==> config.mk <==
export PLATFORM = sky130hd
export DESIGN_NAME = bundle_majority_kernel
export DESIGN_NICKNAME = d
export VERILOG_FILES = /design/src/rtl/bundle_majority_kernel.sv
export SDC_FILE = /design/constraint.sdc
export NUM_CORES = 1
export LEC_CHECK = 0
export BUFFER_PORTS_ARGS = -buffer_cell sky130_fd_sc_hd__buf_4
export CORE_UTILIZATION = 55
export CTS_CLUSTER_DIAMETER = 30
export DETAILED_ROUTE_END_ITERATION = 8
export PLACE_DENSITY_LB_ADDON = 0.1
export SLEW_MARGIN = 25
export SYNTH_ARGS = -nofsm -noshare
export SYNTH_HDL_FRONTEND = slang
export SYNTH_SLANG_ARGS = --single-unit
export TNS_END_PERCENT = 1
==> constraint.sdc <==
create_clock -name clk -period 2.11 [get_ports clk]
set_input_delay 0.633 -clock clk [delete_from_list [all_inputs] [get_ports clk]]
set_output_delay 0.633 -clock clk [all_outputs]
set_load 0.02 [all_outputs]
==> src/rtl/bundle_majority_kernel.sv <==
// Per-bit majority-vote bundler for binary hypervector words.
// Each bundle runs IDLE -> ACCUM -> RESOLVE -> DONE. Per-bit vote counters
// accumulate operand bits, then RESOLVE registers the majority result.
module bundle_majority_kernel #(
  parameter int                     HV_DATA_WIDTH = 32,
  parameter int                     COUNT_WIDTH   = 6,
  parameter logic [HV_DATA_WIDTH-1:0] TIE_PATTERN = 32'hAAAAAAAA
) (
  input  logic                     clk,
  input  logic                     reset_n,
  input  logic                     valid,
  input  logic                     first,
  input  logic                     last,
  input  logic [HV_DATA_WIDTH-1:0] data_in,
  output logic [HV_DATA_WIDTH-1:0] data_out,
  output logic                     ready,
  output logic                     done
);

  typedef enum logic [1:0] {
    S_IDLE    = 2'd0,
    S_ACCUM   = 2'd1,
    S_RESOLVE = 2'd2,
    S_DONE    = 2'd3
  } state_t;

  localparam logic [COUNT_WIDTH-1:0] CNT_MAX = '1;

  state_t                                    state_q, state_d;
  logic [HV_DATA_WIDTH-1:0][COUNT_WIDTH-1:0] cnt_q, cnt_d;
  logic [COUNT_WIDTH-1:0]                    n_q, n_d;
  logic [HV_DATA_WIDTH-1:0]                  data_out_q, data_out_d;
  logic                                      xfer;

  // Increment that sticks at the counter ceiling instead of wrapping.
  function automatic logic [COUNT_WIDTH-1:0] sat_inc(input logic [COUNT_WIDTH-1:0] v,
                                                     input logic inc);
    if (inc && (v != CNT_MAX)) return v + COUNT_WIDTH'(1);
    return v;
  endfunction

  // Majority decision for one bit; the extra bit keeps 2*cnt exact.
  function automatic logic vote(input logic [COUNT_WIDTH-1:0] cnt,
                                input logic [COUNT_WIDTH-1:0] n,
                                input logic                   tie);
    logic [COUNT_WIDTH:0] twice;
    logic [COUNT_WIDTH:0] total;
    twice = {cnt, 1'b0};
    total = {1'b0, n};
    if (twice > total) return 1'b1;
    if (twice == total) return tie;
    return 1'b0;
  endfunction

  assign ready    = (state_q == S_IDLE) || (state_q == S_ACCUM);
  assign done     = (state_q == S_DONE);
  assign data_out = data_out_q;
  assign xfer     = valid && ready;

  // Next-state, counter update and result resolution.
  always_comb begin
    state_d    = state_q;
    cnt_d      = cnt_q;
    n_d        = n_q;
    data_out_d = data_out_q;
    unique case (state_q)
      S_IDLE: begin
        if (xfer && first) begin
          for (int i = 0; i < HV_DATA_WIDTH; i++) cnt_d[i] = COUNT_WIDTH'(data_in[i]);
          n_d     = COUNT_WIDTH'(1);
          state_d = last ? S_RESOLVE : S_ACCUM;
        end
      end
      S_ACCUM: begin
        if (xfer) begin
          if (first) begin
            for (int i = 0; i < HV_DATA_WIDTH; i++) cnt_d[i] = COUNT_WIDTH'(data_in[i]);
            n_d = COUNT_WIDTH'(1);
          end else if (n_q != CNT_MAX) begin
            // Once n is saturated the whole bundle freezes; cnt can never pass n.
            for (int i = 0; i < HV_DATA_WIDTH; i++) cnt_d[i] = sat_inc(cnt_q[i], data_in[i]);
            n_d = sat_inc(n_q, 1'b1);
          end
          if (last) state_d = S_RESOLVE;
        end
      end
      S_RESOLVE: begin
        for (int i = 0; i < HV_DATA_WIDTH; i++) data_out_d[i] = vote(cnt_q[i], n_q, TIE_PATTERN[i]);
        state_d = S_DONE;
      end
      S_DONE: begin
        state_d = S_IDLE;
      end
      default: state_d = S_IDLE;
    endcase
  end

  // State, counters and result register with asynchronous clear.
  always_ff @(posedge clk or negedge reset_n) begin
    if (!reset_n) begin
      state_q    <= S_IDLE;
      cnt_q      <= '0;
      n_q        <= '0;
      data_out_q <= '0;
    end else begin
      state_q    <= state_d;
      cnt_q      <= cnt_d;
      n_q        <= n_d;
      data_out_q <= data_out_d;
    end
  end

endmodule
==> impl_metrics.ini <==
[global_route]
grt_pass1_wl_um = 76600
use_met2_pct = 51.9
grt_max_degree = 103
busiest_layer = met2
overflow = 0
grt_use_total_pct = 31.2
use_met1_pct = 40.9
grt_pass1_vias = 15186
grt.met3_usage_pct = 4.77
antenna_found_initial = 0

[placed_design]
place.gp.congestion = 0.829
io_buffer_count = 70
dp.cells = 2264
dp.final_hpwl_um = 27500
dp_slack_ns = -0.0525
placed_area_um2 = 17700

[synthesis]
synthFlopType = dfrtp_1
synthTopCellsByArea = dfrtp_1, ha_1, nand3_1
syn_inst = 1813
synth_compound_area_share_pct = 22.7
yosys-top-cells-count = nand2_1, dfrtp_1, ha_1
synth_seq_cells = 232
yosys.area.top_type_share_pct = 36.1
post-synth-top-count-cell = nand2_1
ys_seq_area_share_pct = 36.1
synth_mux_area_share_pct = 0.397
synth_fp_nets = 2047
synthArstFlopShare_pct = 100
syn_avg_cell_area_um2 = 8.87
synth_fa_ha_area_share_pct = 15.3
synth_cell_types = 58
synth_top_family_by_area = compound AO/OA/AOI/OAI gates
yosys.area_share.simple_pct = 21.6
synth_xor_area_share_pct = 0
yosysWarnings = 0
synth_top_area_cell = dfrtp_1
synthesis.area_um2 = 16100
synth-edff-count = 0

[power]
power.static_leakage_nw = 9.10
ir_drop_mv = 0.753
pwr-share-seq_pct = 23.5
p_per_area_nw_per_um2 = 1310
power_mw = 26.8
p_comb_share_pct = 36.4
switching_share_pct = 34.6
pwr-share-clk_pct = 40.1
p_int_mw = 17.6
power_switching_mw = 9.27

[final_layout]
fin_nets = 2192
layoutNonFillerInstCount = 2396
area_growth_syn_to_layout_pct = 27.2
insertedDiodeCount = 0
final_core_util_pct = 71.3
drive_gt1_share_pct = 17.8
fin_area_um2 = 20500

[drt]
ant_nets = 0
drt-initial-drc-count = 1218
routedWlPerCell_um = 19.2
viasPerCell = 6.39
drc = 0
firstDrtPassIters = 5
vias = 15317
wirelength_um = 46000

[timing]
drv_slew = 0
setup_violations = 43
fin_skew_ns = 0.0225
max_freq_mhz = 442
tightest_slew_ns = 0.592
rsz0062_at_grt = yes
fin_crit_ns = 2.26
min_period_over_period_pct = 107
final-hold-violation-count = 0
final.setup.worst_slack_ns = -0.151
maxSlewHeadroom_pct = 60.5
finalSetupTns_ns = -0.842
hold_slack_ns = 0.435

[worst_setup_path]
r2r_start = state_q[1]$_DFFE_PN0P_
cp_slowest_cell = dfrtp_1
start_kind = flip-flop
required_ns = 1.48
cp_data_arrival_time_ns = 1.63
max_stage_delay_ns = 0.40
worstSetupPathType = reg -> out
regToRegSetupSlack_ns = -0.05
rr_worst_depth = 10
cp.depth = 5
cp_common_cell = buf_6
r2r-end = cnt_q[42]$_DFFE_PN0P_
crit_start = state_q[0]$_DFFE_PN0P_
cp_cell_sequence = inv_2 > ha_4 > buf_6 > or2_4 > buf_6
end_kind = output port
path_max_fanout = 3
setup.worst_path.end = ready
cp_num_buf_inv = 3
path_delay_family = flip-flops

[floorplanning]
core_region_area_um2 = 28700
die_area_um2 = 29900
start_util_pct = 56.1
num_rows = 62
die_y_um = 173
die_w_um = 173
io_pins = 71

[clocking]
cts_buffer_depth = 3
htreeDepth = 3
cts_made_buffers = 69
clk_pin_slew_ns = 0.04
clk_latency_ns = 0.54
cts_tree = built
cts_root_buf = clkbuf_16
cts_sinks = 232

[status]
status = finished with violations
failed_checks = negative setup slack

[job]
drv_cap = 0

[min_path]
hold_class = in -> reg
[logic make-up after synthesis]
logic type / after synthesis
buf+inv: 155
flops: 232
compound gates: 545
mux: 6
simple gates: 678
fa+ha+maj: 197
[routing by layer]
layer	wire, um	share of wire, %
met1	19700	43
met3	3190	6.9
met5	0	0
met4	1360	2.9
met2	21800	47
[power groups by stage]
stage | combinational, mW | sequential, mW | clock (mW)
6_report | 9.76 | 6.30 | 10.8
5_1_grt | 10.8 | 6.42 | 11.2
4_1_cts | 9.56 | 6.28 | 10.9
3_5_place_dp | 9.29 | 6.32 | 0
3_3_place_gp | 9.01 | 6.30 | 0
2_1_floorplan | 5.71 | 6.51 | 0
[registers in the layout, indices dropped and copies added (netlist names)]
signal	cells
n_q	6
state_q	2
cnt_q	192
data_out	32
[worst min-delay path: cells and delay by family]
| family | cells | cell delay [ns] |
|---|---|---|
| buffers and inverters | 1 | 0.09 |
| AOI/OAI and AO/OA | 2 | 0.22 |
[worst min-delay path by stage]
stage / start / to / slack [ns] / cells after the start
detailed placement: data_out[0]$_DFFE_PN0P_ / data_out[0]$_DFFE_PN0P_ / 0.51 / 1
floorplan: reset_n / cnt_q[0]$_DFFE_PN0P_ / 0.34 / 0
global route: data_in[6] / cnt_q[36]$_DFFE_PN0P_ / 0.44 / 3
finish: data_in[31] / cnt_q[186]$_DFFE_PN0P_ / 0.44 / 3
CTS: last / state_q[1]$_DFFE_PN0P_ / 0.42 / 3
global placement: data_out[0]$_DFFE_PN0P_ / data_out[0]$_DFFE_PN0P_ / 0.49 / 1
[placed cells by master (no fill, tap or decap), types with 16 or more instances in the layout]
cell       Yosys  final
o31ai_1       26     26
buf_12         0     26
nand3_1      190    189
clkbuf_16      0     71
dfrtp_1      232    231
nor2b_1       17     16
o211ai_1      75     75
o21a_1        36     36
o21ai_0       89     88
o22ai_1       62     59
a21oi_1       96     88
or3_1         17     17
buf_4          0    121
or4_1         72     64
nor2_1        51     51
a31oi_1       50     50
clkbuf_8       0     17
ha_1         197    192
or2_2         27     26
nand2_1      235    229
inv_1         71     64
a2bb2oi_1     21     21
[cell type report]
type                            count  area (um2)
Tap cell                          384         480
Sequential cell                   232        5810
Timing Repair Buffer              158        1590
Inverter                           71         270
Clock inverter                     28         405
Clock buffer                       97        2040
Fill cell                        2192        8240
Multi-Input combinational cell   1426        9870
[repair_timing]
item	4_1_cts	5_1_grt
pin swaps	5	15
hold buffers	1	0
cloned	0	0
buffers inserted	5	1
endpoints found under the hold margin	28	0
gates resized for setup	18	38
setup endpoints to repair	61	169
(Power assumes the default switching activity.)
